### src/rtl/pulse_sync_sched_pkg.sv
// rtl/pulse_sync_sched_pkg.sv - shared types and helpers for the pulse synchronizer scheduler
package pulse_sync_sched_pkg;

    typedef enum logic [1:0] {
        IDLE  = 2'd0,
        ISSUE = 2'd1,
        GAP   = 2'd2
    } sched_state_t;

    localparam int DROP_CNT_W = 8;

    function automatic logic [4:0] popcount16(input logic [15:0] v);
        logic [4:0] n;
        n = '0;
        for (int i = 0; i < 16; i++) begin
            n = n + {4'd0, v[i]};
        end
        return n;
    endfunction

endpackage

### src/rtl/pulse_sync_sched_rr_arb.sv
// rtl/pulse_sync_sched_rr_arb.sv - combinational rotating-priority search starting after last_i
module pulse_sync_sched_rr_arb #(
    parameter int NUM_REQ = 4,
    parameter int ID_W    = $clog2(NUM_REQ)
) (
    input  logic [NUM_REQ-1:0] nz_i,
    input  logic [ID_W-1:0]    last_i,
    output logic               valid_o,
    output logic [ID_W-1:0]    grant_o
);

    // Walk offsets from farthest to nearest so the nearest hit after last_i wins.
    always_comb begin
        valid_o = 1'b0;
        grant_o = '0;
        for (int off = NUM_REQ; off >= 1; off--) begin
            if (nz_i[ID_W'((int'(last_i) + off) % NUM_REQ)]) begin
                valid_o = 1'b1;
                grant_o = ID_W'((int'(last_i) + off) % NUM_REQ);
            end
        end
    end

endmodule

### src/rtl/pulse_sync_sched.sv
// rtl/pulse_sync_sched.sv - round-robin pulse scheduler for a shared toggle synchronizer (option: PULSE_SYNC_SCHED_DROP_CNT_EN)
module pulse_sync_sched
    import pulse_sync_sched_pkg::*;
#(
    parameter int  NUM_REQ = 4,
    parameter int  CNT_W   = 3,
    parameter int  GAP_CYC = 4,
    localparam int ID_W    = $clog2(NUM_REQ)
) (
    input  logic               clk_i,
    input  logic               rstn_i,
    input  logic [NUM_REQ-1:0] req_i,
    input  logic               en_i,
    input  logic               clr_ovf_i,
    output logic               puls_o,
    output logic [ID_W-1:0]    id_o,
    output logic               busy_o,
    output logic [NUM_REQ-1:0] pend_o,
    output logic [NUM_REQ-1:0] ovf_o
`ifdef PULSE_SYNC_SCHED_DROP_CNT_EN
    ,
    output logic [DROP_CNT_W-1:0] drop_cnt_o
`endif
);

    localparam int GAP_W = (GAP_CYC > 1) ? $clog2(GAP_CYC) : 1;
    localparam logic [CNT_W-1:0] CNT_MAX = '1;

    sched_state_t                    state_q, state_d;
    logic [NUM_REQ-1:0][CNT_W-1:0]   cnt_q, cnt_d;
    logic [NUM_REQ-1:0]              ovf_q, ovf_d;
    logic [NUM_REQ-1:0]              nz;
    logic [NUM_REQ-1:0]              drop;
    logic [ID_W-1:0]                 grant_q, grant_d;
    logic [ID_W-1:0]                 last_q, last_d;
    logic [GAP_W-1:0]                gap_q, gap_d;
    logic                            arb_valid;
    logic [ID_W-1:0]                 arb_grant;

    pulse_sync_sched_rr_arb #(
        .NUM_REQ (NUM_REQ),
        .ID_W    (ID_W)
    ) u_arb (
        .nz_i    (nz),
        .last_i  (last_q),
        .valid_o (arb_valid),
        .grant_o (arb_grant)
    );

    // Simultaneous inc and dec cancel, so a granted requester re-pulsing keeps its count.
    always_comb begin
        cnt_d = cnt_q;
        drop  = '0;
        nz    = '0;
        for (int k = 0; k < NUM_REQ; k++) begin
            nz[k] = |cnt_q[k];
            if (req_i[k] && !((state_q == ISSUE) && (grant_q == ID_W'(k)))) begin
                if (cnt_q[k] == CNT_MAX) begin
                    drop[k] = 1'b1;
                end else begin
                    cnt_d[k] = cnt_q[k] + 1'b1;
                end
            end else if (!req_i[k] && (state_q == ISSUE) && (grant_q == ID_W'(k))) begin
                cnt_d[k] = cnt_q[k] - 1'b1;
            end
        end
        ovf_d = (clr_ovf_i ? '0 : ovf_q) | drop;
    end

    always_comb begin
        state_d = state_q;
        grant_d = grant_q;
        last_d  = last_q;
        gap_d   = gap_q;
        case (state_q)
            IDLE: begin
                if (en_i && arb_valid) begin
                    grant_d = arb_grant;
                    state_d = ISSUE;
                end
            end
            ISSUE: begin
                last_d  = grant_q;
                gap_d   = GAP_W'(GAP_CYC - 1);
                state_d = GAP;
            end
            GAP: begin
                if (gap_q == '0) begin
                    state_d = IDLE;
                end else begin
                    gap_d = gap_q - 1'b1;
                end
            end
            default: state_d = IDLE;
        endcase
    end

    always_ff @(posedge clk_i) begin
        if (!rstn_i) begin
            state_q <= IDLE;
            cnt_q   <= '0;
            ovf_q   <= '0;
            grant_q <= '0;
            last_q  <= ID_W'(NUM_REQ - 1);
            gap_q   <= '0;
        end else begin
            state_q <= state_d;
            cnt_q   <= cnt_d;
            ovf_q   <= ovf_d;
            grant_q <= grant_d;
            last_q  <= last_d;
            gap_q   <= gap_d;
        end
    end

    assign puls_o = (state_q == ISSUE);
    assign busy_o = (state_q != IDLE);
    assign id_o   = grant_q;
    assign pend_o = nz;
    assign ovf_o  = ovf_q;

`ifdef PULSE_SYNC_SCHED_DROP_CNT_EN
    localparam int DS_W = DROP_CNT_W + 1;

    logic [DROP_CNT_W-1:0] drop_cnt_q, drop_cnt_d;
    logic [4:0]            drop_pop;
    logic [DS_W-1:0]       drop_sum;

    always_comb begin
        drop_pop = popcount16(16'(drop));
        drop_sum = {1'b0, drop_cnt_q} + DS_W'(drop_pop);
        if (clr_ovf_i) begin
            drop_cnt_d = DROP_CNT_W'(drop_pop);
        end else if (drop_sum[DROP_CNT_W]) begin
            drop_cnt_d = '1;
        end else begin
            drop_cnt_d = drop_sum[DROP_CNT_W-1:0];
        end
    end

    always_ff @(posedge clk_i) begin
        if (!rstn_i) begin
            drop_cnt_q <= '0;
        end else begin
            drop_cnt_q <= drop_cnt_d;
        end
    end

    assign drop_cnt_o = drop_cnt_q;
`else
    logic unused_drop;
    assign unused_drop = ^drop;
`endif

endmodule

### config.mk
export PLATFORM = sky130hd
export DESIGN_NAME = pulse_sync_sched
export DESIGN_NICKNAME = d
export VERILOG_FILES = /design/src/rtl/pulse_sync_sched_pkg.sv /design/src/rtl/pulse_sync_sched_rr_arb.sv /design/src/rtl/pulse_sync_sched.sv
export SDC_FILE = /design/constraint.sdc
export NUM_CORES = 1
export LEC_CHECK = 0
export ABC_AREA = 0
export CAP_MARGIN = 5
export CORE_ASPECT_RATIO = 0.7
export CORE_MARGIN = 2
export CORE_UTILIZATION = 45
export DETAILED_ROUTE_END_ITERATION = 10
export PLACE_DENSITY = 0.68
export SYNTH_ARGS = -nofsm -noshare
export SYNTH_HDL_FRONTEND = slang
export SYNTH_HIERARCHICAL = 1
export SYNTH_SLANG_ARGS = --single-unit
### constraint.sdc
create_clock -name clk_i -period 2.26 [get_ports clk_i]
set_input_delay 0.226 -clock clk_i [delete_from_list [all_inputs] [get_ports clk_i]]
set_output_delay 0.226 -clock clk_i [all_outputs]
set_load 0.01 [all_outputs]
==> results of run 1 <==
-- synth_stat cells, drive strengths merged, types with 5 or more instances --
cell type | number | area [um^2]
dfxtp | 24 | 480
nor2 | 14 | 52.6
o21ai | 14 | 70.1
a21oi | 12 | 63.8
inv | 9 | 33.8
and3 | 7 | 48.8
nand2 | 7 | 26.3
nor3 | 7 | 35.0
clkbuf | 6 | 22.5
nand3 | 6 | 30.0
and2 | 5 | 31.3
mux2i | 5 | 50.1
or3 | 5 | 31.3
-- cells by family after synthesis --
kind of cell / Yosys count / share of synthesized area
compound gates: 44 / 0.214
xor+xnor: 2 / 0.0127
fa+ha+maj: 5 / 0.0670
buf+inv: 16 / 0.0462
flops: 24 / 0.348
mux: 5 / 0.0362
simple gates: 66 / 0.276
-- cells in the final DEF (no fill, tap or decap), types with 2 or more instances in the layout --
| cell | count |
|---|---|
| and3_1 | 6 |
| nor3_1 | 7 |
| o2bb2ai_1 | 3 |
| nor2_1 | 14 |
| buf_4 | 8 |
| inv_1 | 9 |
| a31oi_1 | 2 |
| o311a_1 | 3 |
| nand3b_1 | 2 |
| fa_1 | 4 |
| o21ai_0 | 14 |
| nand2_1 | 7 |
| mux2i_1 | 5 |
| a21oi_1 | 11 |
| and2_1 | 5 |
| a211oi_1 | 2 |
| clkdlybuf4s50_1 | 19 |
| clkbuf_8 | 3 |
| dfxtp_1 | 24 |
| or3_1 | 5 |
| nand4bb_1 | 2 |
| nand3_1 | 6 |
| a41o_1 | 2 |
| xnor2_1 | 2 |
| o211ai_1 | 2 |
| nand2b_1 | 3 |
-- registers in the layout, summed over array words and instances, names as in the netlist --
name and cells:
cnt_q 12, gap_q 2, id_o 2, last_q 2, ovf_o 4, state_q 2
-- worst paths after layout --
path                               start  endpoint
worst max-delay path             id_o[0]  cnt_q[2]
worst min-delay path            ovf_o[2]  ovf_o[2]
worst max register to register   id_o[0]  cnt_q[2]
worst min register to register  ovf_o[2]  ovf_o[2]
-- worst max-delay path, stage by stage (launching register included) --
cell and delay [ns]:
dfxtp_1 0.47, or4b_4 0.20, and2_1 0.14, inv_1 0.07, fa_1 0.40, or3_1 0.39, and3_1 0.18, o21a_1 0.16
-- through the flow --
stage,hold slack [ns],util,instances,setup WS (ns),area (um^2)
6_report,0.493,0.600,222,0.160,1720
5_1_grt,0.524,0.600,222,0.0356,1720
4_1_cts,0.497,0.600,222,0.174,1720
3_5_place_dp,0.476,0.575,218,0.126,1650
3_3_place_gp,0.473,0.575,218,0.195,1650
2_1_floorplan,0.364,-,162,0.265,1380
-- where the power goes --
part           switching (mW)  internal, mW  total (mW)
Combinational           0.176         0.184       0.360
Clock                   0.147         0.237       0.385
Sequential             0.0554         0.467       0.523
Total                   0.379         0.888        1.27
-- layout make-up --
cell class,count,area share
clock buffers,3,0.0240
clock inverters,1,0.0175
inverters,9,0.0197
multi-input cells,122,0.487
flip-flops and latches,24,0.280
well taps,36,0.0262
repair buffers,27,0.146
-- layer usage --
metal,routed length [um],up-vias,track usage
met3,123,4,0.0542
met2,1590,28,0.369
met1,1570,619,0.263
li1,-,643,-
met4,25,0,0.0513
met5,0,-,0
==> results.sh, run 1 <==
export IMPL_status="finished, final reports clean"
export IMPL_slew_viol_final=0
export IMPL_fin_skew_ns=0.00518
export IMPL_cellPowerDensity_mw_per_mm2=738
export IMPL_cp_max_fo=8
export IMPL_via_per_inst=5.83
export IMPL_grt_max_degree=15
export IMPL_ant_nets=0
export IMPL_ff2ff_path_depth=7
export IMPL_die_x_um=70.2
export IMPL_tns_ns=0
export IMPL_critPathCaptureType="register"
export IMPL_grt_ovfl_total=0
export IMPL_hpwl_um=2510
export IMPL_synthDistinctLibCells=40
export IMPL_start_util=0.483
export IMPL_cts_resized=0
export IMPL_synth_area_mm2=0.00138
export IMPL_grt_usage=0.212
export IMPL_wl_um=3310
export IMPL_vdd_drop_max_uv=393
export IMPL_r2r_setup_slack_ns=0.16
export IMPL_synth_async_reset_ratio=0
export IMPL_synth_cells=162
export IMPL_rows=16
export IMPL_postCtsSetupRepairBufs=0
export IMPL_die_h_um=50.4
export IMPL_cts_sinks=24
export IMPL_worstPathRequired_ns=2.44
export IMPL_n_fill_cell=273
export IMPL_ys_warn_count=6
export IMPL_finalHoldViolCount=0
export IMPL_slew_headroom=0.582
export IMPL_syn_area_per_cell_um2=8.53
export IMPL_ys_flop_type="dfxtp_1"
export IMPL_period_share=0.929
export IMPL_total_power_mw=1.27
export IMPL_finalSetupViolCount=0
export IMPL_drtIter0Drc=43
export IMPL_ios=20
export IMPL_die_area_mm2=0.00354
export IMPL_fin_crit_ns=2.10
export IMPL_routedWlPerCell_um=14.9
export IMPL_multiInputGateArea_um2=837
export IMPL_cts_hold_buf=0
export IMPL_power_leakage_nw=0.706
export IMPL_rsz0062_at_grt="false"
export IMPL_synth_edf_count=0
export IMPL_firstDrtPassIters=4
export IMPL_port_buffers=19
export IMPL_yosysSeqAreaShare=0.348
export IMPL_antenna_found_initial=0
export IMPL_crit_type="register to register"
export IMPL_max_cap_viol_count=0
export IMPL_tightest_slew_ns=0.619
export IMPL_core_area_mm2=0.00286
export IMPL_critPathArrivalTime_ns=2.28
export IMPL_clk_pin_slew_ns=0.09
export IMPL_globalplace_congestion=0.818
export IMPL_hold_depth=2
export IMPL_clockRootBuffer="clkbuf_8"
export IMPL_hold_class="register to register"
export IMPL_grt_pass1_vias=1284
export IMPL_fin_nets=200
export IMPL_synth_seq_cells=24
export IMPL_drive_gt1_frac=0.102
export IMPL_clkLatencyLatePin_ns=0.27
export IMPL_vias=1294
export IMPL_regArea_um2=480
export IMPL_cts_max_level=1
export IMPL_synth_net_count=175
export IMPL_clk_path_buf_depth=2
export IMPL_drc_errors=0
export IMPL_max_freq_mhz=476
export IMPL_cts_tree="done"
export IMPL_cts_buffers=3
export IMPL_area_growth_pct=24.4
export IMPL_start_kind="register"
export IMPL_grt_first_pass_wirelength_um=5890
export IMPL_antenna_cells=0
Note: power is estimated with default switching activity, not from simulation.
==> run 2, diff against run 1 <==
Settings changed: CORE_UTILIZATION 45 to 25, PLACE_DENSITY 0.68 to default, SLEW_MARGIN from default to 15.
==> run 2 against run 1 <==
Critical path depth stayed put; combinational power is 2% higher; first-iteration DRC count grew 100%; cell area up 2.2%; flip-flop and latch count unchanged; global-route usage is 11 points lower; cell count grew 17%; via count decreased by 3.5%; worst setup slack improved by 0.098 ns; power shrank 10%; critical endpoint unchanged; highest routed layer unchanged.
==> results.sh, run 2 (synthesized netlist as in run 1, its figures left out) <==
export IMPL_largest_reg_flops=12
export IMPL_grt_usage=0.107
export IMPL_rows=22
export IMPL_worstPathRequired_ns=2.43
export IMPL_die_x_um=92.8
export IMPL_cellPowerDensity_mw_per_mm2=646
export IMPL_core_area_mm2=0.00529
export IMPL_final_cell_mix="dfxtp_1, clkdlybuf4s50_1, nor2_1, o21ai_0"
export IMPL_seqPwrFrac=0.453
export IMPL_cts_max_level=1
export IMPL_dp_cells=257
export IMPL_dp_slack_ns=0.154
export IMPL_die_h_um=66.2
export IMPL_power_leakage_nw=0.707
export IMPL_cp_slowest_stage_delay_ns=0.41
export IMPL_grt_ovfl_total=0
export IMPL_vdd_drop_max_uv=244
export IMPL_drc_errors=0
export IMPL_antenna_cells=0
export IMPL_p_sw_frac=0.315
export IMPL_via_per_inst=4.80
export IMPL_slew_viol_final=0
export IMPL_clk_pin_slew_ns=0.08
export IMPL_post_route_util=0.332
export IMPL_routedWlPerCell_um=11.9
export IMPL_cts_resized=0
export IMPL_cts_tree="done"
export IMPL_hold_depth=1
export IMPL_crit_type="register to register"
export IMPL_crit_family="simple AND/OR/NAND/NOR gates"
export IMPL_fin_crit_ns=2.00
export IMPL_drive_gt1_frac=0.112
export IMPL_total_power_mw=1.13
export IMPL_grt_first_pass_wirelength_um=5180
export IMPL_cts_buffers=3
export IMPL_n_fill_cell=567
export IMPL_clockRootBuffer="clkbuf_8"
export IMPL_cp_num_cells=7
export IMPL_cts_sinks=24
export IMPL_grt_pass1_vias=1126
export IMPL_crit_chain="or4b_4 -> and2_1 -> inv_1 -> fa_1 -> or3_1 -> and3_1 -> o21a_1"
export IMPL_area_growth_pct=27.1
export IMPL_firstDrtPassIters=4
export IMPL_finalHoldViolCount=0
export IMPL_period_share=0.886
export IMPL_die_area_mm2=0.00615
export IMPL_clk_path_buf_depth=2
export IMPL_fin_cells=260
export IMPL_max_cap_viol_count=0
export IMPL_drtIter0Drc=86
export IMPL_clkLatencyLatePin_ns=0.26
export IMPL_finalSetupViolCount=0
export IMPL_fin_nets=203
export IMPL_rsz0062_at_grt="false"
export IMPL_critPathCaptureType="register"
export IMPL_p_switching_mw=0.357
export IMPL_cts_hold_buf=0
export IMPL_postCtsSetupRepairBufs=0
export IMPL_ios=20
export IMPL_vias=1249
export IMPL_tns_ns=0
export IMPL_status="finished, final reports clean"
export IMPL_crit_buf_inv=1
export IMPL_final_common_cell="dfxtp_1"
export IMPL_ant_nets=0
export IMPL_slew_headroom=0.623
export IMPL_tightest_slew_ns=0.558
export IMPL_hold_class="register to register"
export IMPL_grt_max_degree=14
export IMPL_setup_ws_ns=0.258
export IMPL_globalplace_congestion=0.788
export IMPL_fin_skew_ns=0.00449
export IMPL_p_int_mw=0.777
export IMPL_cpMaxStageDelayCell="dfxtp_1"
export IMPL_wl_um=3100
export IMPL_max_freq_mhz=500
export IMPL_start_util=0.261
export IMPL_top_register="cnt_q"
export IMPL_antenna_found_initial=0
export IMPL_critPathArrivalTime_ns=2.17
export IMPL_cp_max_fo=6
export IMPL_start_kind="register"
export IMPL_port_buffers=19
export IMPL_clockPowerShare=0.223
export IMPL_combPwrFrac=0.325
export IMPL_ff2ff_path_depth=7
export IMPL_hpwl_um=2330
==> run 2: path summary, 6_finish.rpt <==
| check | from | to | slack, ns |
|---|---|---|---|
| min | cnt_q[11] | cnt_q[11] | 0.51 |
| max | state_q[1] | cnt_q[2] | 0.26 |
| max reg2reg | state_q[1] | cnt_q[2] | 0.26 |
| min reg2reg | cnt_q[11] | cnt_q[11] | 0.51 |
==> run 2: layout make-up <==
cell class / count / area [um^2] / share of cell area
Tap cell: 72 / 90.1 / 0.0513
Clock buffer: 3 / 41.3 / 0.0235
Sequential cell: 24 / 480 / 0.274
Timing Repair Buffer: 30 / 273 / 0.155
Inverter: 9 / 33.8 / 0.0192
Multi-Input combinational cell: 122 / 837 / 0.477
==> run 2: routing by layer <==
| metal | track usage | wire length, um |
|---|---|---|
| met5 | 0 | 0 |
| met4 | 0.0276 | 8 |
| met3 | 0.0274 | 107 |
| met2 | 0.166 | 1330 |
| met1 | 0.147 | 1650 |
==> run 2: through the flow <==
| stage | hold WS, ns | cell area [um^2] |
|---|---|---|
| floorplan | 0.364 | 1380 |
| global placement | 0.485 | 1710 |
| detailed placement | 0.489 | 1710 |
| CTS | 0.500 | 1760 |
| global route | 0.519 | 1760 |
| finish | 0.510 | 1760 |
==> run 2: worst register-to-register path, stage by stage, from the launching register on <==
cell	delay [ns]
dfxtp_1	0.41
or4b_4	0.19
and2_1	0.14
inv_1	0.06
fa_1	0.39
or3_1	0.37
and3_1	0.17
o21a_1	0.16
==> run 2: power by group through the flow <==
| stage | clock network [mW] | logic (mW) | registers, mW |
|---|---|---|---|
| floorplan | 0 | 0.235 | 0.519 |
| global placement | 0 | 0.369 | 0.523 |
| detailed placement | 0 | 0.371 | 0.522 |
| CTS | 0.266 | 0.372 | 0.513 |
| global route | 0.278 | 0.413 | 0.524 |
| finish | 0.253 | 0.368 | 0.514 |
==> RTL change (flow settings as in run 2) <==
The parameter `GAP_CYC` goes from 4 to 8.
--- a/src/rtl/pulse_sync_sched.sv
+++ b/src/rtl/pulse_sync_sched.sv
@@ -6,3 +6,3 @@
     parameter int  CNT_W   = 3,
-    parameter int  GAP_CYC = 4,
+    parameter int  GAP_CYC = 8,
     localparam int ID_W    = $clog2(NUM_REQ)
Behaviour: no difference found for any inputs over 4 cycles, from zero or initial values and one cycle with rstn_i low; that may be too few to reach the edited logic, so the function may still have changed.
==> RTL change against run 2 <==
  * Wire length rose by 10%
  * Critical path depth is the same
  * Total power rose by 6.2%
  * Design area is 4.4% higher
  * Synthesized area rose by 5.3%
  * Sequential cell count rose by 1
  * Critical endpoint unchanged
  * Setup slack got worse by 0.043 ns
==> RTL change: results (changes against run 2) <==
R2R Setup Slk 0.21 ns (-0.04 ns); nets 214 (+5.4%); Commonest cells post-synth 25 x dfxtp_1, 16 x o21ai_0, 12 x a21oi_1; DP HPWL 2610 um (+12%); first-pass GRT wire length 5760 um (+11%); outcome completed; relative slew slack 63.4% (+1.1 points); VDD IR max 0.236 mV (-3.2%); synth unique cells 44 (+10%); WHS Endpoint ovf_o[2]; P_leak 0.736 nW (+4.1%); syn nets 187 (+6.9%); Post-Synth XOR/XNOR Area 1.20% (-0.064 points); arrival time worst endpoint 2.23 ns (+0.06 ns); mux share of post-synthesis cell area 2.06% (-1.6 points); layout cells sized above 1 10.6% (-0.62 points); Total GRT Usage 11.6% (+0.91 points); largest reg by FF count cnt_q; largest net degree at the start of global routing 16 (+2); Seq/Total Area, Yosys 34.4% (-0.39 points); clock transition at the registers of the reported paths 0.10 ns (+0.02 ns); clock skew 0.00983 ns (+0.00534 ns); main area contributors after synthesis dfxtp_1 34%, fa_1 5.5%, o21ai_0 5.5%; Worst-Skew Late Latency 0.28 ns (+0.02 ns); via count 1306 (+4.6%); routability cong. 0.729 (-7.5%); hold path cells 2 (+1)
-- RTL change: cell types whose count changed after synthesis, sizes merged, moves of 2 or more --
cell	delta
nand2b	+2
nand3	+4
mux2i	-2
nand2	+3
o21ai	+2
nor2	-4
-- RTL change: how the worst max path moves through the flow --
| stage | slack, ns | endpoint | from |
|---|---|---|---|
| finish | 0.21 | cnt_q[2] | state_q[1] |
| global placement | 0.16 | cnt_q[2] | req_i[0] |
| global route | 0.02 | cnt_q[5] | id_o[0] |
| CTS | 0.23 | cnt_q[2] | state_q[1] |
| detailed placement | 0.11 | cnt_q[2] | req_i[0] |
| floorplan | 0.26 | cnt_q[2] | state_q[0] |
-- RTL change: layout make-up --
| class | instances | area (um^2) |
|---|---|---|
| clock buffers | 3 | 41.3 |
| well taps | 75 | 93.8 |
| flip-flops and latches | 25 | 500 |
| repair buffers | 29 | 265 |
| inverters | 10 | 37.5 |
| clock inverters | 1 | 7.51 |
| fillers | 592 | 3840 |
| multi-input cells | 131 | 887 |
-- RTL change: logic make-up after synthesis --
family	after synthesis
XOR/XNOR	2
flip-flops	25
multiplexers	3
AND/OR/NAND/NOR	72
adder cells (fa/ha/maj)	6
buffers and inverters	17
AO/OA/AOI/OAI	48
-- RTL change: metrics by stage --
stage | hold WS (ns) | instance area (um^2) | instances | util (%) | worst slack, ns
2_1_floorplan | 0.364 | 1460 | 173 | - | 0.256
3_3_place_gp | 0.472 | 1780 | 270 | 31.5 | 0.164
3_5_place_dp | 0.479 | 1780 | 270 | 31.5 | 0.106
4_1_cts | 0.497 | 1830 | 274 | 32.3 | 0.227
5_1_grt | 0.523 | 1830 | 274 | 32.3 | 0.0179
6_report | 0.493 | 1830 | 274 | 32.3 | 0.215
-- RTL change: power breakdown --
group / internal, W / switching (W) / total (W)
combinational: 0.000195 / 0.000189 / 0.000384
sequential: 0.000489 / 0.0000525 / 0.000541
clock: 0.000125 / 0.000155 / 0.000280
total: 0.000809 / 0.000396 / 0.00120
-- RTL change: worst register-to-register path, cell delays in order, from the launching register on --
cell and delay [ns]:
dfxtp_1 0.43, or4b_4 0.20, and2_1 0.15, inv_1 0.07, fa_1 0.40, or3_1 0.38
and3_1 0.17, o21a_1 0.16
-- RTL change: routing by layer --
metal	vias to the layer above	routed length [um]	global-route usage (%)
li1	685	-	-
met2	23	1570	18.8
met4	0	8	1.09
met3	2	165	3.74
met1	596	1670	15.6
met5	-	0	0
